File: src/rtl/apb_i2c_regif_pkg.sv
// Shared definitions for the APB-to-I2C register interface: address map,
// FSM state encoding and interrupt bit positions.
package apb_i2c_pkg;

  localparam int unsigned IRQ_W = 3;

  localparam logic [7:0] ADDR_TXDATA     = 8'h00;
  localparam logic [7:0] ADDR_RXDATA     = 8'h04;
  localparam logic [7:0] ADDR_CONFIG     = 8'h08;
  localparam logic [7:0] ADDR_TIMEOUT    = 8'h0C;
  localparam logic [7:0] ADDR_INT_STATUS = 8'h10;
  localparam logic [7:0] ADDR_INT_MASK   = 8'h14;

  localparam int unsigned INT_TX_EMPTY = 0;
  localparam int unsigned INT_RX_AVAIL = 1;
  localparam int unsigned INT_ERROR    = 2;

  typedef enum logic [1:0] {
    ST_IDLE,
    ST_RDWAIT,
    ST_RESP
  } state_e;

  typedef enum logic [2:0] {
    REG_TXDATA,
    REG_RXDATA,
    REG_CONFIG,
    REG_TIMEOUT,
    REG_INT_STATUS,
    REG_INT_MASK,
    REG_NONE
  } reg_e;

endpackage

File: src/rtl/apb_i2c_regif_if.sv
// APB3 bus bundle between the interconnect (master) and the register block (slave).
interface apb_i2c_regif_if #(
  parameter int unsigned ADDR_W = 8,
  parameter int unsigned DATA_W = 32
);
  logic              PSELx;
  logic              PENABLE;
  logic              PWRITE;
  logic [ADDR_W-1:0] PADDR;
  logic [DATA_W-1:0] PWDATA;
  logic [DATA_W-1:0] PRDATA;
  logic              PREADY;
  logic              PSLVERR;

  modport master (
    output PSELx, PENABLE, PWRITE, PADDR, PWDATA,
    input  PRDATA, PREADY, PSLVERR
  );

  modport slave (
    input  PSELx, PENABLE, PWRITE, PADDR, PWDATA,
    output PRDATA, PREADY, PSLVERR
  );
endinterface

File: src/rtl/apb_i2c_regif_irq.sv
// Sticky interrupt status with edge detection on FIFO flags, W1C clear,
// mask register and a registered IRQ output.
module apb_i2c_irq
  import apb_i2c_pkg::*;
(
  input  logic             i_clk,
  input  logic             i_rst,
  input  logic             i_tx_empty,
  input  logic             i_rx_empty,
  input  logic             i_error,
  input  logic             i_clr_we,
  input  logic [IRQ_W-1:0] i_clr,
  input  logic             i_mask_we,
  input  logic [IRQ_W-1:0] i_mask,
  output logic [IRQ_W-1:0] o_status,
  output logic [IRQ_W-1:0] o_mask,
  output logic             o_irq
);

  logic             r_tx_empty_d;
  logic             r_rx_empty_d;
  logic [IRQ_W-1:0] r_status;
  logic [IRQ_W-1:0] r_mask;
  logic             r_irq;
  logic [IRQ_W-1:0] w_set;
  logic [IRQ_W-1:0] w_clr;

  always_comb begin
    w_set               = '0;
    w_set[INT_TX_EMPTY] = i_tx_empty & ~r_tx_empty_d;
    w_set[INT_RX_AVAIL] = ~i_rx_empty & r_rx_empty_d;
    w_set[INT_ERROR]    = i_error;
    w_clr               = i_clr_we ? i_clr : '0;
  end

  // Edge history reloads from live inputs in reset so no edge fires on release.
  always_ff @(posedge i_clk) begin
    if (i_rst) begin
      r_tx_empty_d <= i_tx_empty;
      r_rx_empty_d <= i_rx_empty;
      r_status     <= '0;
      r_mask       <= '0;
      r_irq        <= 1'b0;
    end else begin
      r_tx_empty_d <= i_tx_empty;
      r_rx_empty_d <= i_rx_empty;
      r_status     <= (r_status & ~w_clr) | w_set;
      if (i_mask_we) r_mask <= i_mask;
      r_irq        <= |(r_status & r_mask);
    end
  end

  assign o_status = r_status;
  assign o_mask   = r_mask;
  assign o_irq    = r_irq;

endmodule

File: src/rtl/apb_i2c_regif.sv
// APB3 slave fronting the I2C core: TX/RX FIFO ports, CONFIG/TIMEOUT
// registers and interrupt block, with one wait state and RX read latency.
module apb_i2c_regif
  import apb_i2c_pkg::*;
#(
  parameter int unsigned      DATA_W  = 32,
  parameter int unsigned      ADDR_W  = 8,
  parameter int unsigned      CFG_W   = 14,
  parameter int unsigned      TMO_W   = 14,
  parameter logic [CFG_W-1:0] CFG_RST = '0,
  parameter logic [TMO_W-1:0] TMO_RST = '0,
  parameter int unsigned      RD_LAT  = 1
) (
  input  logic              PCLK,
  input  logic              PRESET,
  apb_i2c_regif_if.slave    apb,
  input  logic [DATA_W-1:0] READ_DATA_ON_RX,
  input  logic              TX_FULL,
  input  logic              TX_EMPTY,
  input  logic              RX_EMPTY,
  input  logic              ERROR,
  output logic [DATA_W-1:0] WRITE_DATA_ON_TX,
  output logic              WR_ENA,
  output logic              RD_ENA,
  output logic [CFG_W-1:0]  INTERNAL_I2C_REGISTER_CONFIG,
  output logic [TMO_W-1:0]  INTERNAL_I2C_REGISTER_TIMEOUT,
  output logic              IRQ
);

  state_e            r_state, w_next;
  logic              r_setup;
  reg_e              r_sel;
  logic              r_wr;
  logic              r_err;
  logic [1:0]        r_cnt;
  logic [DATA_W-1:0] r_wdat;
  logic [DATA_W-1:0] r_prdata;
  logic              r_pready;
  logic              r_pslverr;
  logic [CFG_W-1:0]  r_cfg;
  logic [TMO_W-1:0]  r_tmo;

  reg_e              w_sel;
  logic              w_err;
  logic              w_accept;
  logic              w_pop;
  logic              w_commit;
  logic [DATA_W-1:0] w_rdata;
  logic [IRQ_W-1:0]  w_status;
  logic [IRQ_W-1:0]  w_mask;

  always_comb begin
    w_sel = REG_NONE;
    case (apb.PADDR)
      ADDR_W'(ADDR_TXDATA):     w_sel = REG_TXDATA;
      ADDR_W'(ADDR_RXDATA):     w_sel = REG_RXDATA;
      ADDR_W'(ADDR_CONFIG):     w_sel = REG_CONFIG;
      ADDR_W'(ADDR_TIMEOUT):    w_sel = REG_TIMEOUT;
      ADDR_W'(ADDR_INT_STATUS): w_sel = REG_INT_STATUS;
      ADDR_W'(ADDR_INT_MASK):   w_sel = REG_INT_MASK;
      default:                  w_sel = REG_NONE;
    endcase
  end

  always_comb begin
    w_err   = 1'b0;
    w_rdata = '0;
    unique case (w_sel)
      REG_NONE:       w_err = 1'b1;
      REG_TXDATA:     w_err = ~apb.PWRITE | TX_FULL;
      REG_RXDATA:     w_err = apb.PWRITE | RX_EMPTY;
      REG_CONFIG:     w_rdata = DATA_W'(r_cfg);
      REG_TIMEOUT:    w_rdata = DATA_W'(r_tmo);
      REG_INT_STATUS: w_rdata = DATA_W'(w_status);
      REG_INT_MASK:   w_rdata = DATA_W'(w_mask);
      default:        w_err = 1'b1;
    endcase
  end

  // A fresh SETUP phase must precede every accepted access, so PENABLE held
  // high across RESP->IDLE cannot start a second transfer.
  assign w_accept = (r_state == ST_IDLE) & apb.PSELx & apb.PENABLE & r_setup;
  assign w_pop    = w_accept & (w_sel == REG_RXDATA) & ~w_err;
  assign w_commit = (r_state == ST_RESP) & apb.PSELx & r_wr & ~r_err & ~PRESET;

  assign RD_ENA = w_pop & ~PRESET;
  assign WR_ENA = w_commit & (r_sel == REG_TXDATA);

  always_comb begin
    w_next = r_state;
    unique case (r_state)
      ST_IDLE:   if (w_accept) w_next = w_pop ? ST_RDWAIT : ST_RESP;
      ST_RDWAIT: begin
        if (!apb.PSELx)        w_next = ST_IDLE;
        else if (r_cnt == 2'd1) w_next = ST_RESP;
      end
      ST_RESP:   w_next = ST_IDLE;
      default:   w_next = ST_IDLE;
    endcase
  end

  always_ff @(posedge PCLK) begin
    if (PRESET) begin
      r_state   <= ST_IDLE;
      r_setup   <= 1'b0;
      r_sel     <= REG_NONE;
      r_wr      <= 1'b0;
      r_err     <= 1'b0;
      r_cnt     <= '0;
      r_wdat    <= '0;
      r_prdata  <= '0;
      r_pready  <= 1'b0;
      r_pslverr <= 1'b0;
      r_cfg     <= CFG_RST;
      r_tmo     <= TMO_RST;
    end else begin
      r_state   <= w_next;
      r_setup   <= apb.PSELx & ~apb.PENABLE;
      r_pready  <= (w_next == ST_RESP);
      r_pslverr <= (r_state == ST_IDLE) & (w_next == ST_RESP) & w_err;
      unique case (r_state)
        ST_IDLE: begin
          if (w_accept) begin
            r_sel <= w_sel;
            r_wr  <= apb.PWRITE;
            r_err <= w_err;
            r_cnt <= 2'(RD_LAT);
            if (apb.PWRITE && !w_err) r_wdat <= apb.PWDATA;
            if (!apb.PWRITE && !w_pop) r_prdata <= w_err ? '0 : w_rdata;
          end
        end
        ST_RDWAIT: begin
          if (apb.PSELx) begin
            r_cnt <= r_cnt - 2'd1;
            if (r_cnt == 2'd1) r_prdata <= READ_DATA_ON_RX;
          end
        end
        ST_RESP: begin
          if (w_commit) begin
            case (r_sel)
              REG_CONFIG:  r_cfg <= r_wdat[CFG_W-1:0];
              REG_TIMEOUT: r_tmo <= r_wdat[TMO_W-1:0];
              default: ;
            endcase
          end
        end
        default: ;
      endcase
    end
  end

  apb_i2c_irq u_irq (
    .i_clk      (PCLK),
    .i_rst      (PRESET),
    .i_tx_empty (TX_EMPTY),
    .i_rx_empty (RX_EMPTY),
    .i_error    (ERROR),
    .i_clr_we   (w_commit & (r_sel == REG_INT_STATUS)),
    .i_clr      (r_wdat[IRQ_W-1:0]),
    .i_mask_we  (w_commit & (r_sel == REG_INT_MASK)),
    .i_mask     (r_wdat[IRQ_W-1:0]),
    .o_status   (w_status),
    .o_mask     (w_mask),
    .o_irq      (IRQ)
  );

  assign apb.PRDATA                    = r_prdata;
  assign apb.PREADY                    = r_pready;
  assign apb.PSLVERR                   = r_pslverr;
  assign WRITE_DATA_ON_TX              = r_wdat;
  assign INTERNAL_I2C_REGISTER_CONFIG  = r_cfg;
  assign INTERNAL_I2C_REGISTER_TIMEOUT = r_tmo;

endmodule

File: src/flat_wrapper.sv
// flat-port wrapper written by rule: the top's interface ports become plain ports
module apb_i2c_regif_flat import apb_i2c_pkg::*;
#(
  parameter int unsigned      DATA_W  = 32,
  parameter int unsigned      ADDR_W  = 8,
  parameter int unsigned      CFG_W   = 14,
  parameter int unsigned      TMO_W   = 14,
  parameter logic [CFG_W-1:0] CFG_RST = '0,
  parameter logic [TMO_W-1:0] TMO_RST = '0,
  parameter int unsigned      RD_LAT  = 1
)
  (PCLK, PRESET, READ_DATA_ON_RX, TX_FULL, TX_EMPTY, RX_EMPTY, ERROR, WRITE_DATA_ON_TX, WR_ENA, RD_ENA, INTERNAL_I2C_REGISTER_CONFIG, INTERNAL_I2C_REGISTER_TIMEOUT, IRQ, apb_PSELx, apb_PENABLE, apb_PWRITE, apb_PADDR, apb_PWDATA, apb_PRDATA, apb_PREADY, apb_PSLVERR);
  apb_i2c_regif_if #(.ADDR_W(ADDR_W), .DATA_W(DATA_W)) apb_i ();
  input  logic PCLK;
  input  logic PRESET;
  input  logic [DATA_W-1:0] READ_DATA_ON_RX;
  input  logic TX_FULL;
  input  logic TX_EMPTY;
  input  logic RX_EMPTY;
  input  logic ERROR;
  output logic [DATA_W-1:0] WRITE_DATA_ON_TX;
  output logic WR_ENA;
  output logic RD_ENA;
  output logic [CFG_W-1:0] INTERNAL_I2C_REGISTER_CONFIG;
  output logic [TMO_W-1:0] INTERNAL_I2C_REGISTER_TIMEOUT;
  output logic IRQ;
  input wire logic [$bits(apb_i.PSELx)-1:0] apb_PSELx;
  input wire logic [$bits(apb_i.PENABLE)-1:0] apb_PENABLE;
  input wire logic [$bits(apb_i.PWRITE)-1:0] apb_PWRITE;
  input wire logic [$bits(apb_i.PADDR)-1:0] apb_PADDR;
  input wire logic [$bits(apb_i.PWDATA)-1:0] apb_PWDATA;
  output wire logic [$bits(apb_i.PRDATA)-1:0] apb_PRDATA;
  output wire logic [$bits(apb_i.PREADY)-1:0] apb_PREADY;
  output wire logic [$bits(apb_i.PSLVERR)-1:0] apb_PSLVERR;
  assign apb_i.PSELx = apb_PSELx;
  assign apb_i.PENABLE = apb_PENABLE;
  assign apb_i.PWRITE = apb_PWRITE;
  assign apb_i.PADDR = apb_PADDR;
  assign apb_i.PWDATA = apb_PWDATA;
  assign apb_PRDATA = apb_i.PRDATA;
  assign apb_PREADY = apb_i.PREADY;
  assign apb_PSLVERR = apb_i.PSLVERR;
  apb_i2c_regif #(.DATA_W(DATA_W), .ADDR_W(ADDR_W), .CFG_W(CFG_W), .TMO_W(TMO_W), .CFG_RST(CFG_RST), .TMO_RST(TMO_RST), .RD_LAT(RD_LAT)) u_core (.PCLK(PCLK), .PRESET(PRESET), .apb(apb_i), .READ_DATA_ON_RX(READ_DATA_ON_RX), .TX_FULL(TX_FULL), .TX_EMPTY(TX_EMPTY), .RX_EMPTY(RX_EMPTY), .ERROR(ERROR), .WRITE_DATA_ON_TX(WRITE_DATA_ON_TX), .WR_ENA(WR_ENA), .RD_ENA(RD_ENA), .INTERNAL_I2C_REGISTER_CONFIG(INTERNAL_I2C_REGISTER_CONFIG), .INTERNAL_I2C_REGISTER_TIMEOUT(INTERNAL_I2C_REGISTER_TIMEOUT), .IRQ(IRQ));
endmodule
File: config.mk
export PLATFORM = sky130hd
export DESIGN_NAME = apb_i2c_regif_flat
export DESIGN_NICKNAME = d
export VERILOG_FILES = /design/src/rtl/apb_i2c_regif_pkg.sv /design/src/rtl/apb_i2c_regif_if.sv /design/src/rtl/apb_i2c_regif_irq.sv /design/src/rtl/apb_i2c_regif.sv /design/src/flat_wrapper.sv
export SDC_FILE = /design/constraint.sdc
export NUM_CORES = 1
export LEC_CHECK = 0
export ABC_AREA = 0
export CAP_MARGIN = 20
export CORE_MARGIN = 5
export CORE_UTILIZATION = 45
export DETAILED_ROUTE_END_ITERATION = 10
export HOLD_SLACK_MARGIN = 0.02
export PLACE_DENSITY_LB_ADDON = 0.2
export SETUP_SLACK_MARGIN = 0.02
export SYNTH_ARGS = -nofsm -noshare
export SYNTH_HDL_FRONTEND = slang
export SYNTH_SLANG_ARGS = --single-unit
File: constraint.sdc
create_clock -name PCLK -period 3 [get_ports PCLK]
set_clock_uncertainty 0.05 [all_clocks]
set_input_delay 0.3 -clock PCLK [delete_from_list [all_inputs] [get_ports PCLK]]
set_output_delay 0.3 -clock PCLK [all_outputs]
set_load 0.01 [all_outputs]
Word level (Yosys, flattened, before mapping):

Cells that the tools add are included.

* add/subtract/negate cells: 1
* eq/ne operators: 22
* muxes and demuxes: 18
* bitwise logic cells: 31
* reduce and logical (&&, ||, !) cells: 18

Operator list (number)
* 2-to-1 mux 32 bit: 4
* case mux 32 bit (2 select lines): 1
* case mux 14 bit (4 select lines): 1
* AND 1 bit: 18
* case mux 3 bit (6 select lines): 1
* equality test 8 x 4 -> 1 bit, second input constant: 2
* equality test 8 x 5 -> 1 bit, second input constant: 2
* 2-to-1 mux 14 bit: 1
* equality test 3 x 2 -> 1 bit, second input constant: 4
* equality test 3 bit, second input constant: 4
* 2-to-1 mux 2 bit: 6
* AND reduction 3 bit: 4
* equality test 8 x 3 -> 1 bit, second input constant: 1
* zero test 8 bit: 1
* case mux 2 bit (2 select lines): 2
* inverter 1 bit: 7
* AND 3 bit: 2
* zero test 3 bit: 2
* AND reduction 5 bit: 1
* equality test 2 x 1 -> 1 bit, second input constant: 2
* equality test 2 bit, second input constant: 2
* != test 2 x 1 -> 1 bit, second input constant: 2
* != test 2 bit, second input constant: 2
* OR reduction 4 bit: 1
* other kinds (13): 17

* bits in registers: 113
* input bits: 81
* logic and storage cells: 107

Logic depth before layout (Yosys ltp):

* depth after elaboration: 13
* mapped depth: 11

Modules after synthesis:

From an unflattened synthesis, not the netlist that was laid out.

* cell total of the unflattened synthesis: 648
* area, all modules: 5680.4 µm²

Modules (own cells, without submodules)
* apb_i2c_regif: instances 1, cells an instance 623, area each 5385.2 µm², seq. area each 2082.0 µm²
* apb_i2c_irq: instances 1, cells an instance 25, area each 295.3 µm², seq. area each 180.2 µm²

Worst setup path before layout:

Ideal clock, no wire load.

* path type: input -> register
* start: input apb_PADDR[1]
* end: register u_core.r_prdata[10] (netlist: u_core.apb.PRDATA[10])
* setup time: 0.091 ns
* data arrival time: 2.675 ns
* path slack: 0.185 ns
* stages: 11
* cell sequence: or4_4 buf_6 nor3_1 and2_1 inv_1 ha_1 nor2_1 nor4b_1 clkbuf_1 nand3_1 a311oi_1

* cells in the longest elaborated chain, start to end: 11
* elaborated cells on any way between the ends: 27
* classes of those cells: eq/ne: 11; mux: 7; bitwise: 3; reduce/logical: 6

Ends and longest elaborated chain
* from (decl): RTL line flat_wrapper.sv:30 `input wire logic [$bits(apb_i.PADDR)-1:0] apb_PADDR;`
* equality test 8 x 5 -> 1 bit, or another cell as far along: RTL line apb_i2c_regif.sv:54 `case (apb.PADDR)`
* case mux 3 bit (6 select lines) *: RTL line apb_i2c_regif.sv:54
* equality test 3 x 2 -> 1 bit or equality test 3 bit (tied branches): RTL line apb_i2c_regif.sv:68 `unique case (w_sel)`
* OR reduction 4 bit (no line)
* case mux 1 bit (3 select lines): RTL line apb_i2c_regif.sv:68
* inverter 1 bit: RTL line apb_i2c_regif.sv:83 `assign w_pop = w_accept & (w_sel == REG_RXDATA) & ~w_err;`
* AND 1 bit: RTL line apb_i2c_regif.sv:83
* zero test 1 bit: RTL line apb_i2c_regif.sv:129 `if (!apb.PWRITE && !w_pop) r_prdata <= w_err ? '0 : w_rdata;`
* logical AND 1 bit: RTL line apb_i2c_regif.sv:129
* != test 2 bit (no line)
* AND reduction 5 bit (no line)
* to (signal assigned): RTL line apb_i2c_regif.sv:129
* to (decl): RTL line apb_i2c_regif.sv:37 `logic [DATA_W-1:0] r_prdata;`

Every way passes the cells marked *; elsewhere a longest branch is shown, timed or not. The select of a mux whose other input is x is not followed.
A chain may end at the register's enable or synchronous reset.

Worst setup path after layout:

* start: input apb_PADDR[1]
* end: register u_core.r_prdata[13] (netlist: u_core.apb.PRDATA[13])

The elaborated chain is that of the path after synthesis.

==> metrics.yaml <==
sta:
  fin_ws_ns: 0.1517
  fmax_mhz: 351.1
  worstMarginPinSlew_ns: 1.029
  period_minus_slack_ns: 2.848
  final_max_slew_viol_count: 0
  post-route-period-util_pct: 94.94
  setup_violations: 0
  rsz0062_at_grt: "true"
  finalHoldViolations: 0
  relSlewSlack_pct: 31.39
clock_tree:
  clock-sinks: 113
  insertion_delay_ns: 0.51
  cts_root_buf: "clkbuf_8"
  cts_setup_buffers: 0
  clk_pin_slew_ns: 0.05
  cts_buffers: 17
  cts_max_path_buffers: 2
  cts_tree: "done"
  cts_max_level: 4
floorplan:
  ios: 178
  design.die.area_mm2: 0.01309
  initial_core_util_pct: 45.66
  die_height_um: 114.4
  rows: 38
  core_area_mm2: 0.01075
  fp.dieW_um: 114.4
run:
  maxCapViolations: 0
setup_path:
  cp_num_buf_inv: 3
  critical-path-slowest-cell: "or4_4"
  critPathRequiredTime_ns: 3.36
  max_stage_delay_ns: 0.58
  end_kind: "flip-flop"
  cp-start-kind: "primary input"
  critPathKind: "primary input to flip-flop"
  crit_chain: "clkdlybuf4s50_1 -> or4_4 -> nor3_1 -> and2_1 -> inv_1 -> ha_1 -> nor2_1 -> nor4b_2 -> buf_4 -> nand3_1 -> a311oi_1"
  worstPathMaxFanout: 11
  critPathTopFamily: "simple AND/OR/NAND/NOR gates"
  cp.arrival_ns: 3.20
synthesis:
  ys_ff_latch: 113
  synthDistinctLibCells: 46
  yosys.area_share.simple_pct: 22.42
  netlist.area_leader.share_pct: 46.11
  synthArstFlopShare_pct: 0
  syn_avg_cell_area_um2: 9.620
  yosysTopAreaCell: "dfxtp_1"
  synth_area_leaders: "dfxtp_1 (46%), mux2i_1 (14%), nand2b_1 (9.2%)"
  synth_xor_area_share_pct: 0
  synth_flop_cell: "dfxtp_1"
  synth_cells: 510
  syn-num-nets: 594
  syn_area_mm2: 0.004906
  synth_compound_area_share_pct: 10.12
  synth_edf_count: 0
  synth-adder-area-share_pct: 0.7651
  ys_seq_area_share_pct: 46.11
  ys_warn_count: 0
  synth_top_family_by_area: "simple AND/OR/NAND/NOR gates"
  synth.mux.area_fraction_pct: 16.60
drt:
  drc: 0
  vias: 4411
  wirelength_um: 14040
  ant_nets: 0
  firstDrtPassIters: 4
  wl_per_cell_um: 16.73
  drt-vias-per-instance: 5.257
  drt_iter0_drc: 290
final_layout:
  drive_above_1_share_pct: 9.442
  multi_input_area_mm2: 0.002492
  seq_area_mm2: 0.002262
  nets: 771
  final_cell_mix: "clkdlybuf4s50_1 (176), dfxtp_1 (113), nor2_1 (73)"
  fin_cells: 839
  stdcell_area_mm2: 0.007428
  layout_commonest_cell: "clkdlybuf4s50_1"
  antenna_cells: 0
  final_util_pct: 69.13
  area_growth_pct: 51.42
  fill_cells: 872
global_route:
  antenna_found_initial: 0
  grt_pass1_wl_um: 22530
  grt_pass1_vias: 4523
  grt_use_total_pct: 21.58
  grt_overflow_total: 0
  grt_start_max_net_pins: 73
placed_design:
  port_buffers: 177
  post_dp_cell_area_mm2: 0.006842
  hpwl_um: 10010
  place_ws_ns: -0.2719
  dp_cells: 808
  gp_congestion: 0.8009
worst_hold_path:
  hp-class: "primary input to flip-flop"
power_and_ir_drop:
  p_total_uw: 3655
  p_leak_uw: 0.002692
  vdd_drop_max_mv: 0.2891
  power_per_cell_area_mw_per_mm2: 492.0
run_status:
  status: "completed"
-- worst min-delay path, delay by kind of cell --
kind	cells	cell delay (ns)
and+or+nand+nor	2	0.22
buffers and inverters	1	0.10
-- metal layers --
metal / up-vias / share of wire, % / GRT usage, %
met1: 2058 / 41 / 25.45
li1: 2141 / - / -
met5: - / 0 / 0
met4: 0 / 1.5 / 8.868
met2: 189 / 48 / 35.08
met3: 23 / 9.8 / 8.404
-- path summary, 6_finish.rpt --
path | startpoint | end | slack [ns] | cells after the start
setup / recovery | apb_PADDR[1] | u_core.apb.PRDATA[13]$_SDFFE_PP0P_ | 0.15 | 11
hold / removal | PRESET | u_core.r_setup$_SDFF_PP0_ | 0.11 | 3
setup reg to reg | u_core.r_state[1]$_SDFF_PP0_ | u_core.apb.PRDATA[13]$_SDFFE_PP0P_ | 0.65 | 6
hold reg to reg | u_core.apb.PRDATA[1]$_SDFFE_PP0P_ | u_core.apb.PRDATA[1]$_SDFFE_PP0P_ | 0.41 | 1
-- kinds of logic after synthesis --
kind of cell / Yosys count
buffers and inverters: 40
and+or+nand+nor: 209
AOI/OAI and AO/OA: 65
DFF: 113
adders and majority gates: 3
muxes: 80
-- report_power, final --
group	internal, uW	switching (uW)	leakage [uW]	total (uW)
combinational	136	85.1	0.00150	221
clock	1270	647	0.000284	1920
sequential	1510	6.45	0.000912	1520
-- per-stage QoR --
step                hold WS (ns)  setup TNS, ns
floorplan                 0.2777              0
global placement          0.4005              0
detailed placement        0.4079         -6.684
CTS                      0.07680              0
global route              0.1120              0
finish                    0.1053              0
-- sequential cells by signal, summed over array words and instances (netlist names) --
signal and flops:
u_core.INTERNAL_I2C_REGISTER_CONFIG 14, u_core.r_wr 1, u_core.r_setup 1, u_core.apb.PSLVERR 1, u_core.u_irq.o_status 3, u_core.INTERNAL_I2C_REGISTER_TIMEOUT 14, u_core.r_state 2, u_core.r_err 1
u_core.r_sel 3, u_core.apb.PREADY 1, u_core.r_cnt 2, u_core.u_irq.o_mask 3, u_core.WRITE_DATA_ON_TX 32, u_core.u_irq.o_irq 1, u_core.u_irq.r_tx_empty_d 1, u_core.u_irq.r_rx_empty_d 1
u_core.apb.PRDATA 32
-- repair_timing --
| item | in CTS | in global routing |
|---|---|---|
| endpoints found under the hold margin | 0 | 0 |
| gates resized for setup | 0 | 1 |
| endpoints found under the setup margin | 0 | 1 |
| hold buffers | 0 | 0 |
-- synth_stat cells (5+ instances only) --
cell type  instances
a311oi_1          12
nand4_1            5
inv_1              5
dfxtp_1          113
clkbuf_1          28
nor2_1            73
a22oi_1           18
a21oi_1           10
o21a_1             5
nand2_1           21
nand2b_1          72
mux2i_1           69
mux2_2            11
nand3_1           15
nor3_1             6
-- area by class of cell --
class,count,area share [%]
Sequential cell,113,30.45
Multi-Input combinational cell,357,33.55
Timing Repair Buffer,193,25.60
Inverter,5,0.2527
Clock inverter,3,0.5727
Clock buffer,28,7.209
Tap cell,140,2.358
(Power assumes the default switching activity.)
